==> src/rtl/passcode_writer.sv <==
// passcode_writer: stages a BCD passcode entered from switches/buttons,
// shows it on a 4-digit multiplexed 7-segment display and offers the
// committed code to the checker over a valid/ack handshake.
//
// Handshake: upd_valid rises the clk after a commit and stays high, with
// code held stable, until upd_ack is sampled high on a rising clk edge;
// that edge completes the transfer. upd_ack while upd_valid is low is
// ignored. A clear press during the offer withdraws it unless upd_ack is
// sampled on the same edge, in which case the transfer completes.
module passcode_writer #(
    parameter int DIGITS   = 4,
    parameter int DB_TICKS = 8,
    parameter int CODE_W   = 16
) (
    input  logic              clk,
    input  logic              reset,
    input  logic              tick,
    input  logic [3:0]        sw,
    input  logic              btn_enter,
    input  logic              btn_commit,
    input  logic              btn_clear,
    input  logic              upd_ack,
    output logic [CODE_W-1:0] code,
    output logic              upd_valid,
    output logic [2:0]        cnt,
    output logic              err,
    output logic [3:0]        an,
    output logic [6:0]        seg,
    output logic              dp
);

    localparam int         DBW      = $clog2(DB_TICKS + 1);
    localparam logic [2:0] LAST_IDX = 3'(DIGITS - 1);
    localparam logic [6:0] SEG_DASH = 7'b0111111;

    typedef enum logic [1:0] {
        IDLE  = 2'd0,
        ENTRY = 2'd1,
        FULL  = 2'd2,
        OFFER = 2'd3
    } state_t;

    // State register is left as a named enum so checkers can bind to it.
    state_t            state_q, state_d;
    logic [2:0]        cnt_q, cnt_d;
    logic [CODE_W-1:0] stage_q, stage_d;
    logic [CODE_W-1:0] code_q, code_d;
    logic              valid_q, valid_d;
    logic              err_q, err_d;
    logic [1:0]        idx_q, idx_d;
    logic [3:0]        an_q, an_d;
    logic [6:0]        seg_q, seg_d;
    logic [DBW-1:0]    db_cnt_q [3];
    logic [DBW-1:0]    db_cnt_d [3];

    // Button bundle: bit 0 enter, bit 1 commit, bit 2 clear.
    logic [2:0] btn_raw;
    logic [2:0] press;
    logic       do_clear, do_commit, do_enter;

    assign btn_raw = {btn_clear, btn_commit, btn_enter};

    // Active-low segment pattern for a BCD digit; non-BCD shows a dash.
    function automatic logic [6:0] seg_decode(input logic [3:0] d);
        logic [6:0] s;
        case (d)
            4'd0:    s = 7'b1000000;
            4'd1:    s = 7'b1111001;
            4'd2:    s = 7'b0100100;
            4'd3:    s = 7'b0110000;
            4'd4:    s = 7'b0011001;
            4'd5:    s = 7'b0010010;
            4'd6:    s = 7'b0000010;
            4'd7:    s = 7'b1111000;
            4'd8:    s = 7'b0000000;
            4'd9:    s = 7'b0010000;
            default: s = SEG_DASH;
        endcase
        return s;
    endfunction

    // Debounce: count consecutive high tick samples; pulse on reaching DB_TICKS.
    always_comb begin
        for (int i = 0; i < 3; i++) begin
            db_cnt_d[i] = db_cnt_q[i];
            press[i]    = 1'b0;
            if (tick) begin
                if (btn_raw[i]) begin
                    if (db_cnt_q[i] != DBW'(DB_TICKS)) begin
                        db_cnt_d[i] = db_cnt_q[i] + 1'b1;
                    end
                    if (db_cnt_q[i] == DBW'(DB_TICKS - 1)) begin
                        press[i] = 1'b1;
                    end
                end else begin
                    db_cnt_d[i] = '0;
                end
            end
        end
    end

    // At most one action per clk: clear beats commit beats enter.
    always_comb begin
        do_clear  = press[2];
        do_commit = press[1] & ~press[2];
        do_enter  = press[0] & ~press[1] & ~press[2];
    end

    // Entry FSM: staging, commit/offer handshake and error pulses.
    always_comb begin
        state_d = state_q;
        cnt_d   = cnt_q;
        stage_d = stage_q;
        code_d  = code_q;
        valid_d = valid_q;
        err_d   = 1'b0;
        case (state_q)
            IDLE: begin
                if (do_enter) begin
                    if (sw <= 4'd9) begin
                        stage_d = {sw, {(CODE_W-4){1'b0}}};
                        cnt_d   = 3'd1;
                        state_d = ENTRY;
                    end else begin
                        err_d = 1'b1;
                    end
                end else if (do_commit) begin
                    err_d = 1'b1;
                end
            end
            ENTRY: begin
                if (do_clear) begin
                    cnt_d   = 3'd0;
                    stage_d = '0;
                    state_d = IDLE;
                end else if (do_commit) begin
                    err_d = 1'b1;
                end else if (do_enter) begin
                    if (sw <= 4'd9) begin
                        // Unfilled digits are zero, so OR-ing the shifted nibble appends it.
                        stage_d = stage_q | ({sw, {(CODE_W-4){1'b0}}} >> {cnt_q[1:0], 2'b00});
                        cnt_d   = cnt_q + 3'd1;
                        if (cnt_q == LAST_IDX) begin
                            state_d = FULL;
                        end
                    end else begin
                        err_d = 1'b1;
                    end
                end
            end
            FULL: begin
                if (do_clear) begin
                    cnt_d   = 3'd0;
                    stage_d = '0;
                    state_d = IDLE;
                end else if (do_commit) begin
                    code_d  = stage_q;
                    valid_d = 1'b1;
                    state_d = OFFER;
                end else if (do_enter) begin
                    err_d = 1'b1;
                end
            end
            OFFER: begin
                // Ack completes delivery even if clear is pressed on the same edge.
                if (upd_ack || do_clear) begin
                    valid_d = 1'b0;
                    cnt_d   = 3'd0;
                    stage_d = '0;
                    state_d = IDLE;
                end else if (do_commit || do_enter) begin
                    err_d = 1'b1;
                end
            end
            default: begin
                state_d = IDLE;
            end
        endcase
    end

    // Display scan: pick the digit for the current slot; registered next clk.
    always_comb begin
        logic [1:0]        pos;
        logic [CODE_W-1:0] stage_sh;
        logic [CODE_W-1:0] code_sh;
        idx_d    = tick ? idx_q + 2'd1 : idx_q;
        an_d     = ~(4'b0001 << idx_q);
        // Slot 0 is the rightmost digit, i.e. the last position entered.
        pos      = ~idx_q;
        stage_sh = stage_q << {pos, 2'b00};
        code_sh  = code_q << {pos, 2'b00};
        if (state_q == OFFER) begin
            seg_d = seg_decode(code_sh[CODE_W-1 -: 4]);
        end else if ({1'b0, pos} < cnt_q) begin
            seg_d = seg_decode(stage_sh[CODE_W-1 -: 4]);
        end else begin
            seg_d = SEG_DASH;
        end
    end

    // All state and registered outputs.
    always_ff @(posedge clk) begin
        if (reset) begin
            state_q <= IDLE;
            cnt_q   <= 3'd0;
            stage_q <= '0;
            code_q  <= '0;
            valid_q <= 1'b0;
            err_q   <= 1'b0;
            idx_q   <= 2'd0;
            an_q    <= 4'b1110;
            seg_q   <= SEG_DASH;
            for (int i = 0; i < 3; i++) begin
                db_cnt_q[i] <= '0;
            end
        end else begin
            state_q <= state_d;
            cnt_q   <= cnt_d;
            stage_q <= stage_d;
            code_q  <= code_d;
            valid_q <= valid_d;
            err_q   <= err_d;
            idx_q   <= idx_d;
            an_q    <= an_d;
            seg_q   <= seg_d;
            for (int i = 0; i < 3; i++) begin
                db_cnt_q[i] <= db_cnt_d[i];
            end
        end
    end

    assign code      = code_q;
    assign upd_valid = valid_q;
    assign cnt       = cnt_q;
    assign err       = err_q;
    assign an        = an_q;
    assign seg       = seg_q;
    assign dp        = 1'b1;

endmodule

==> config.mk <==
export PLATFORM = sky130hd
export DESIGN_NAME = passcode_writer
export DESIGN_NICKNAME = d
export VERILOG_FILES = /design/src/rtl/passcode_writer.sv
export SDC_FILE = /design/constraint.sdc
export NUM_CORES = 1
export LEC_CHECK = 0
export CAP_MARGIN = 10
export CORE_ASPECT_RATIO = 0.75
export CORE_UTILIZATION = 37
export DETAILED_ROUTE_END_ITERATION = 7
export PLACE_DENSITY = 0.59
export SETUP_SLACK_MARGIN = 0.3
export SYNTH_ARGS = -nofsm -noshare
export SYNTH_HDL_FRONTEND = slang
export SYNTH_SLANG_ARGS = --single-unit
==> constraint.sdc <==
create_clock -name clk -period 4.2 [get_ports clk]
set_clock_uncertainty 0.2 [all_clocks]
set_input_delay 0.42 -clock clk [delete_from_list [all_inputs] [get_ports clk]]
set_output_delay 0.42 -clock clk [all_outputs]
set_load 0.05 [all_outputs]
==> results of run 1 <==
-- registers in the layout (all words and copies together), names as in the netlist --
name       flops
db_cnt_q      12
seg            7
an             4
stage_q       16
upd_valid      1
cnt            3
idx_q          2
state_q        2
code          16
err            1
-- logic make-up (layout without fill, tap and decap cells) --
logic type	after synthesis	in the layout	synth area share
simple gates	110	110	0.1626
compound gates	82	82	0.1726
flops	64	64	0.3818
buf+inv	41	84	0.06152
mux	32	32	0.1268
fa+ha+maj	23	23	0.08576
xor+xnor	3	3	0.007831
other cells	1	1	0.001117
-- synth_stat cells, drive strengths merged (3+ instances only) --
library cell,n,area share
o2bb2ai,12,0.031
inv,23,0.026
a21oi,19,0.028
dfxtp,64,0.38
nand3,17,0.025
nor4,4,0.011
mux2i,23,0.069
and2,3,0.0056
ha,23,0.086
nand2,21,0.023
nor2,42,0.048
nor2b,3,0.0056
a22o,4,0.010
buf,10,0.027
nor3,5,0.0075
o211ai,4,0.0089
mux4,8,0.055
clkbuf,7,0.0078
o21ai,17,0.025
-- layout make-up --
cell class | instances | area [um^2]
clock buffer | 11 | 252.7
clock inverter | 5 | 78.83
fill | 811 | 4486
inverter | 24 | 90.09
multi-input combinational | 251 | 1877
sequential | 64 | 1281
tap | 108 | 135.1
timing repair buffer | 44 | 435.4
-- cells in the final DEF (no fill, tap or decap), types with 3 or more instances in the layout --
cell type,n
dfxtp_1,64
clkdlybuf4s50_1,42
nor2_1,40
inv_1,23
mux2i_1,23
ha_1,23
nand2_1,21
a21oi_1,19
nand3_1,17
o21ai_0,15
o2bb2ai_1,12
clkbuf_16,9
mux4_2,7
nor3_1,5
o211ai_1,4
a22o_1,4
and2_1,3
nor2b_1,3
-- path summary, 6_finish.rpt --
check                                                  start                           end  slack [ps]  cells after the start
worst min register to register  db_cnt_q[0][11]$_SDFFE_PP0P_  db_cnt_q[0][11]$_SDFFE_PP0P_         280                      2
worst min-delay path            db_cnt_q[0][11]$_SDFFE_PP0P_  db_cnt_q[0][11]$_SDFFE_PP0P_         280                      2
worst max-delay path                   idx_q[1]$_SDFFE_PP0P_             seg[5]$_SDFF_PP1_        1480                      7
worst max register to register         idx_q[1]$_SDFFE_PP0P_             seg[5]$_SDFF_PP1_        1480                      7
-- metal layers --
metal  track usage  routed length, um
met1        0.2415               4050
met3       0.05126                376
met5             0                  0
met4       0.05455                118
met2        0.2784               3452
-- power by group through the flow --
stage          combinational (mW)  sequential [mW]  clock (mW)
5_1_grt                     0.116            0.634       0.863
4_1_cts                     0.107            0.633       0.837
3_3_place_gp                0.106            0.646           0
3_5_place_dp                0.106            0.646           0
6_report                    0.106            0.632       0.820
2_1_floorplan              0.0614            0.656           0
-- worst min-delay path, cell delays in order, from the launching register on --
cell	delay, ps
dfxtp_1	330
nand2_1	60
a21oi_1	50
-- stage by stage --
| stage | hold WS (ps) | instances |
|---|---|---|
| global route | 310.4 | 507 |
| detailed placement | 277.8 | 491 |
| floorplan | 248.2 | 356 |
| CTS | 285.6 | 507 |
| global placement | 277.8 | 491 |
| finish | 280.2 | 507 |
==> run metrics, run 1 <==
status complete, but fails checks; failing checks DRC; slowest stage delay, CP 770 ps; Pleak 1.481 nW; clk buf depth 2; DR vias/cell 5.359; Final Max Slew Viols 0; asr flop ratio synth 0; Final Cycle Share 0.6482; Die Y 84.48 um; Total Power 1.559 mW; GP Congestion 0.8567; Setup CP Type flip-flop to flip-flop; Iter 0 DRT Violations 159; post-cts sizing count 0; PortBufs 42; DR vias 2717; dpl cell area 3819 um^2; DP Worst Slack 1202 ps; setup bufs post-CTS 0; clock sinks 64; Worst VDD drop 0.0001666 V; min Tclk post-route 2722 ps; sequential share of the synthesized area 0.3818; delay-heaviest family, CP compound AO/OA/AOI/OAI gates; Syn Std Cell Area 3356 um^2; Setup violations, final 0; DR pass1 iterations 8; die area 9458 um^2; Net Sw Power 0.3488 mW; cell count after synthesis 356; Total GRT Usage 0.1792; Seq cells post-synth 64; Crit path required time 4200 ps; crit path DAT 2720 ps; crit path cell chain inv_1, ha_1, a21boi_0, o21ai_0, o221a_2, a21boi_2, o311ai_1; Critical Path Fanout Max 14; CTS tree done; worst hold path class flip-flop to flip-flop; pin count of the biggest net entering global routing 23; core area 8636 um^2; crit start category flip-flop; RSZ-0062 raised after global routing false; Cell Int Power 1.210 mW; Least-Margin Pin Slew 806.8 ps; diode count 0; Die W 112.0 um; Clk pwr share 0.526; H-Tree Depth 3; Post-synth EDFFs 0; final instance area 4150 um^2; Comb pwr share 0.068; CP endpoint kind flip-flop; PD cells 375.6 nW/um^2; layout cells sized above 1 0.09023; sw frac 0.2238; endpoints failing hold 0; TritonCTS buffer count 9; wirelength, routed 7997 um; Max Cap Violations 0; ys flop type dfxtp_1; num rows 29; DRC 2; Synth cell types 61; worst-skew pair later-pin latency 330 ps; first-pass GRT wire length 13110 um; Seq pwr share 0.406; Syn-to-layout area delta 23.68%; vias in the first global route 2584; WP buf/inv 1; Overflow after GRT 0; Clock Root Buffer clkbuf_16; Syn Nets 390; antenna violations before repair 0; Syn Area/Cell 9.426 um^2; detailed placer's ending HPWL 5786 um; final antenna-violating net count 0; hold buffers post-CTS 0; Post-Route Setup TNS 0 ps; Slew HR 0.4605; fmax 367.3 MHz; final core utilization 0.4806; YS warnings 0; Routed WL per cell 15.77 um; Setup WS post-layout 1478 ps; Ports 44; Worst-path clk slew 50 ps; Crit-path slowest cell dfxtp_1; fin nets 428; starting density of the core 0.3886
No activity file was read; power rests on OpenSTA's default activity.
==> run 2, diff against run 1 <==
--- a/config.mk
+++ b/config.mk
@@ -9,7 +9,7 @@
 export CORE_ASPECT_RATIO = 0.75
 export CORE_UTILIZATION = 37
 export DETAILED_ROUTE_END_ITERATION = 7
-export PLACE_DENSITY = 0.59
+export PLACE_DENSITY = 0.61
 export SETUP_SLACK_MARGIN = 0.3
 export SYNTH_ARGS = -nofsm -noshare
 export SYNTH_HDL_FRONTEND = slang
==> constraint.sdc (replaced) <==
create_clock -name clk -period 2.35 [get_ports clk]
set_clock_uncertainty 0.2 [all_clocks]
set_input_delay 0.235 -clock clk [delete_from_list [all_inputs] [get_ports clk]]
set_output_delay 0.235 -clock clk [all_outputs]
set_load 0.05 [all_outputs]
==> run 2 against run 1 <==
The run still ends with DRC left. Final cell count is 6.9% higher. Non-clock buffer count is 36 higher. Core utilization is 4.2 points higher. Hold slack worse by 37 ps. Sequential power is 77% higher. Maximum frequency is 29% higher. Combinational power is 130% higher. Flip-flop and latch count stayed put. Power is 75% higher. First-iteration DRC count is 24% higher. Via count is 6.0% higher. Critical path type unchanged. Highest routed layer unchanged.
==> run metrics, run 2 (synthesis gave the netlist of run 1 again) <==
met3 wire length 443 um (was 376 um); crit path DAT 2110 ps (was 2720 ps); Max Cap Violations 0 (unchanged); hold path depth 2 (unchanged); Clock Root Buffer clkbuf_16 (unchanged); Final Cycle Share 0.8974 (was 0.6482); Pleak 1.681 nW (was 1.481 nW); endpoints failing hold 0 (unchanged); Ports 44 (unchanged); fmax 474.2 MHz (was 367.3 MHz); most frequent cells in the layout 59 x dfxtp_1, 39 x nor2_1, 39 x clkdlybuf4s50_1 (was 64 x dfxtp_1, 42 x clkdlybuf4s50_1, 40 x nor2_1); area of the multi-input gates 1941 um^2 (was 1877 um^2); detailed placer's ending HPWL 6184 um (was 5786 um); first-pass GRT wire length 13700 um (was 13110 um); Worst VDD drop 0.0003294 V (was 0.0001666 V); Overflow after GRT 0 (unchanged); pin count of the biggest net entering global routing 18 (was 23); wire length on met1 4324 um (was 4050 um); hold buffers post-CTS 0 (unchanged); Least-Margin Pin Slew 525.2 ps (was 806.8 ps); Setup WS post-layout 241.1 ps (was 1478 ps); status complete, but fails checks (unchanged); Slew HR 0.6488 (was 0.4605); register area 1290 um^2 (was 1281 um^2); worst-skew pair later-pin latency 330 ps (about the same); Setup CP Type flip-flop to flip-flop (unchanged); Crit path required time 2360 ps (was 4200 ps); CTS tree done (unchanged); Routed WL per cell 15.48 um (was 15.77 um); vias in the first global route 2678 (was 2584); Die Y 84.48 um (unchanged); Iter 0 DRT Violations 197 (was 159); DR vias 2881 (was 2717); core area 8636 um^2 (unchanged); Critical Path Fanout Max 10 (was 14); Total Power 2.725 mW (was 1.559 mW); clock sinks 64 (unchanged); antenna violations before repair 0 (unchanged); Worst Reg-to-Reg Cells 5 (was 7); crit start category flip-flop (unchanged); most common cell after layout, fill and taps aside dfxtp_1 (unchanged); Setup violations, final 0 (unchanged); PortBufs 42 (unchanged); CP endpoint kind flip-flop (unchanged); diode count 0 (unchanged); clk buf depth 2 (unchanged); Final Max Slew Viols 0 (unchanged); final antenna-violating net count 0 (unchanged); highest routed layer met4 (unchanged); wirelength, routed 8388 um (was 7997 um); RSZ-0062 raised after global routing true (was false); num rows 29 (unchanged); r2r setup slk 240 ps (was 1480 ps); Worst-path clk slew 50 ps (about the same); PD cells 604.3 nW/um^2 (was 375.6 nW/um^2); Die W 112.0 um (unchanged); DR WL met2 3528 um (was 3452 um); die area 9458 um^2 (unchanged); Syn-to-layout area delta 34.38% (was 23.68%); failing checks DRC (unchanged); DP Worst Slack -66.38 ps (was 1202 ps); DR vias/cell 5.315 (was 5.359); fin nets 464 (was 428); fill cell count 789 (was 811); worst hold path class input port to flip-flop (was flip-flop to flip-flop); GP Congestion 0.8834 (was 0.8567); layout cells sized above 1 0.2051 (was 0.09023); Final Hold Slack 243.3 ps (was 280.2 ps); starting density of the core 0.3886 (unchanged); DR pass1 iterations 6 (was 8); H-Tree Depth 3 (unchanged); min Tclk post-route 2109 ps (was 2722 ps); Post-Route Setup TNS 0 ps (unchanged); Total GRT Usage 0.1865 (was 0.1792); TritonCTS buffer count 9 (unchanged); DRC 2 (unchanged)
run 2: changes by cell type in the layout (fill, tap and decap cells not counted), sizes merged, moves of 2 or more:
| cell | change |
|---|---|
| clkinv | -3 |
| clkbuf | +2 |
| dlygate4sd2 | +2 |
| buf | +36 |
| clkdlybuf4s50 | -3 |
run 2: cell type report:
| cell class | count | area share |
|---|---|---|
| timing repair buffer | 80 | 0.1648 |
| sequential | 64 | 0.2861 |
| clock buffer | 13 | 0.05993 |
| tap | 108 | 0.02997 |
| clock inverter | 2 | 0.008324 |
| multi-input combinational | 251 | 0.4304 |
| inverter | 24 | 0.02053 |
run 2: layer usage:
metal | global-route usage | up-vias
li1 | - | 1430
met1 | 0.2707 | 1354
met2 | 0.2648 | 88
met3 | 0.04910 | 9
met4 | 0.06545 | 0
met5 | 0 | -
run 2: metrics by stage:
step,instance area [um^2],std cells,utilization
after floorplan,3359,356,-
after global placement,4068,519,0.4710
after detailed placement,4068,519,0.4710
after CTS,4456,540,0.5159
after global routing,4509,542,0.5222
final,4509,542,0.5222
run 2: critical path, stage by stage (launching register included):
cell and delay (ps):
dfxtp_4 370, buf_12 140, mux4_2 610, o21a_1 280, nor4_1 290, o21ai_1 90
run 2: timing repair:
item / 4_1_cts / 5_1_grt
endpoints found under the setup margin: 17 / 20
pin swaps: 9 / 2
resized for setup: 22 / 11
buffers inserted: 6 / 2
run 2: where the power goes:
part / internal, mW / total [mW] / switching [mW] / leakage, nW
Combinational: 0.106 / 0.248 / 0.142 / 1.01
Sequential: 1.11 / 1.12 / 0.0108 / 0.520
Clock: 0.901 / 1.36 / 0.459 / 0.148
run 2: path summary, 6_finish.rpt:
| kind | startpoint | to |
|---|---|---|
| worst max register to register | idx_q[0]$_SDFFE_PP0P_ | seg[2]$_SDFF_PP1_ |
| worst min-delay path | tick | db_cnt_q[0][10]$_SDFFE_PP0P_ |
| worst max-delay path | idx_q[0]$_SDFFE_PP0P_ | seg[2]$_SDFF_PP1_ |
| worst min register to register | db_cnt_q[0][1]$_SDFFE_PP0P_ | db_cnt_q[0][1]$_SDFFE_PP0P_ |
==> run 3, diff against run 2 <==
--- a/config.mk
+++ b/config.mk
@@ -6,7 +6,7 @@
 export NUM_CORES = 1
 export LEC_CHECK = 0
 export CAP_MARGIN = 10
-export CORE_ASPECT_RATIO = 0.75
+export CORE_ASPECT_RATIO = 0.7
 export CORE_UTILIZATION = 37
 export DETAILED_ROUTE_END_ITERATION = 7
 export PLACE_DENSITY = 0.61
==> run 3 against run 2 <==
The flow now finishes without violations. Critical endpoint is now seg[4]$_SDFF_PP1_. Combinational power increased by 2%. Design area increased by 1.6%. Sequential power about the same. Final cell count increased by 1.3%. Largest power group unchanged. Core utilization increased by 0.95 points. Hold slack improved by 16 ps. Wire length increased by 3.8%. Clock-buffer cell count decreased by 3. Maximum frequency increased by 1.9%. First-iteration DRC count decreased by 0.51%. Via count decreased by 0.24%. Worst setup slack improved by 40 ps.
==> run metrics, run 3 (synthesis gave the netlist of run 1 again) <==
status finished clean (was complete, but fails checks); PortBufs 42 (unchanged); Slew HR 0.6584 (was 0.6488); Die W 115.8 um (was 112.0 um); DP Worst Slack -166.8 ps (was -66.38 ps); Worst Reg-to-Reg Cells 7 (was 5); antenna violations before repair 0 (unchanged); Setup CP Type flip-flop to flip-flop (unchanged); min Tclk post-route 2069 ps (was 2109 ps); Total GRT Usage 0.1879 (was 0.1865); DR vias 2874 (was 2881); GP Congestion 0.8820 (was 0.8834); wirelength, routed 8708 um (was 8388 um); core area 8618 um^2 (was 8636 um^2); H-Tree Depth 3 (unchanged); Max Cap Violations 0 (unchanged); vias in the first global route 2689 (was 2678); critical path depth in cells 7 (was 5); layout cells sized above 1 0.2191 (was 0.2051); RSZ-0062 raised after global routing true (unchanged); Clock Root Buffer clkbuf_16 (unchanged); Final Max Slew Viols 0 (unchanged); fill cell count 785 (was 789); TritonCTS buffer count 9 (unchanged); DR pass1 iterations 4 (was 6); DR vias/cell 5.235 (was 5.315); CP endpoint kind flip-flop (unchanged); Total Power 2.727 mW (was 2.725 mW); register area 1294 um^2 (was 1290 um^2); worst-skew pair later-pin latency 330 ps (about the same); CP startpoint idx_q[0]$_SDFFE_PP0P_ (unchanged); Die Y 81.68 um (was 84.48 um); Iter 0 DRT Violations 196 (was 197); crit path DAT 2060 ps (was 2110 ps); Setup WS post-layout 280.9 ps (was 241.1 ps); Comb pwr share 0.093 (was 0.091); Syn-to-layout area delta 36.54% (was 34.38%); Worst VDD drop 0.0003059 V (was 0.0003294 V); most frequent cells in the layout 58 x dfxtp_1, 39 x nor2_1, 39 x clkdlybuf4s50_1 (was 59 x dfxtp_1, 39 x nor2_1, 39 x clkdlybuf4s50_1); delay-heaviest family, CP multiplexers (unchanged); Final Hold Slack 259.1 ps (was 243.3 ps); Crit-path slowest cell mux4_2 (unchanged); pin count of the biggest net entering global routing 19 (was 18); DRC 0 (was 2); diode count 0 (unchanged); first-pass GRT wire length 13470 um (was 13700 um); Cell Int Power 2.068 mW (was 2.113 mW); Worst R2R End seg[4]$_SDFF_PP1_ (was seg[2]$_SDFF_PP1_); most common cell after layout, fill and taps aside dfxtp_1 (unchanged); clk buf depth 2 (unchanged); Pleak 1.685 nW (was 1.681 nW); sw frac 0.2414 (was 0.2245); Final Cycle Share 0.8805 (was 0.8974); slowest stage delay, CP 590 ps (was 610 ps); fin nets 458 (was 464); Overflow after GRT 0 (unchanged); Net Sw Power 0.6581 mW (was 0.6118 mW); Routed WL per cell 15.86 um (was 15.48 um); WP buf/inv 2 (was 1); area of the multi-input gates 2028 um^2 (was 1941 um^2); clock sinks 64 (unchanged); Least-Margin Pin Slew 510.8 ps (was 525.2 ps); CTS tree done (unchanged); worst hold path class input port to flip-flop (unchanged); starting density of the core 0.3894 (was 0.3886); Setup violations, final 0 (unchanged); Crit path required time 2340 ps (was 2360 ps); PD cells 595.1 nW/um^2 (was 604.3 nW/um^2); final antenna-violating net count 0 (unchanged); Clk pwr share 0.497 (was 0.499); detailed placer's ending HPWL 6186 um (was 6184 um); Ports 44 (unchanged); Crit Reg-Reg Startpoint idx_q[0]$_SDFFE_PP0P_ (unchanged); r2r setup slk 280 ps (was 240 ps); Seq pwr share 0.410 (about the same); Critical Path Fanout Max 5 (was 10); die area 9461 um^2 (was 9458 um^2); num rows 28 (was 29); crit path cell chain buf_12, mux4_2, inv_4, ha_4, a21oi_1, o22ai_1, a31oi_1 (was buf_12, mux4_2, o21a_1, nor4_1, o21ai_1); CP Capture Point seg[4]$_SDFF_PP1_ (was seg[2]$_SDFF_PP1_); endpoints failing hold 0 (unchanged); fmax 483.3 MHz (was 474.2 MHz); Worst-path clk slew 60 ps (was 50 ps); crit start category flip-flop (unchanged)
[run 3: changes by cell type in the layout (fill, tap and decap cells not counted), sizes merged]
| cell | change |
|---|---|
| inv | +1 |
| clkinv | +2 |
| clkbuf | -2 |
| clkinvlp | +1 |
| buf | -7 |
[run 3: metrics by stage]
stage / util / setup TNS (ps) / instances / instance area [um^2]
after global placement: 0.4688 / -1813 / 527 / 4040
after detailed placement: 0.4688 / -3935 / 527 / 4040
final: 0.5316 / 0 / 549 / 4582
after floorplan: - / 0 / 356 / 3359
after CTS: 0.5094 / 0 / 544 / 4390
after global routing: 0.5316 / 0 / 549 / 4582
[run 3: per-layer routing]
metal / GRT usage / routed length, um
met2: 0.2804 / 3785
met1: 0.2651 / 4477
met3: 0.05461 / 378
met4: 0.04615 / 66
met5: 0 / 0
[run 3: repair_timing]
action / CTS / global route
pin swaps: 2 / 12
hold buffers: 0 / 0
gates cloned: 0 / 1
setup buffers: 1 / 4
endpoints found under the setup margin: 41 / 38
resized for setup: 19 / 33
[run 3: cell type report]
cell class,count,share of cell area
clock buffer,10,0.05216
clock inverter,6,0.01475
inverter,24,0.02021
multi-input combinational,251,0.4427
sequential,64,0.2824
tap,120,0.03277
timing repair buffer,74,0.1551
[run 3: worst min path at each step]
stage,slack (ps),depth (start not counted),from,endpoint
after CTS,250,3,tick,db_cnt_q[0][1]$_SDFFE_PP0P_
after detailed placement,280,2,db_cnt_q[0][11]$_SDFFE_PP0P_,db_cnt_q[0][11]$_SDFFE_PP0P_
after floorplan,160,1,sw[0],stage_q[12]$_SDFFE_PP0P_
after global placement,270,2,db_cnt_q[0][5]$_SDFFE_PP0P_,db_cnt_q[0][5]$_SDFFE_PP0P_
final,260,3,tick,db_cnt_q[0][1]$_SDFFE_PP0P_
after global routing,280,3,tick,db_cnt_q[0][1]$_SDFFE_PP0P_
[run 3: power by group through the flow]
stage | Clock [mW] | Sequential, mW | Combinational [mW]
4_1_cts | 1.37 | 1.12 | 0.235
3_5_place_dp | 0 | 1.14 | 0.230
3_3_place_gp | 0 | 1.14 | 0.227
5_1_grt | 1.43 | 1.12 | 0.274
6_report | 1.35 | 1.12 | 0.254
2_1_floorplan | 0 | 1.17 | 0.111
[run 3: worst register-to-register path, cell delays in order, from the launching register on]
cell and delay [ps]:
dfxtp_4 380, buf_12 130, mux4_2 590, inv_4 130, ha_4 150, a21oi_1 70
o22ai_1 190, a31oi_1 100
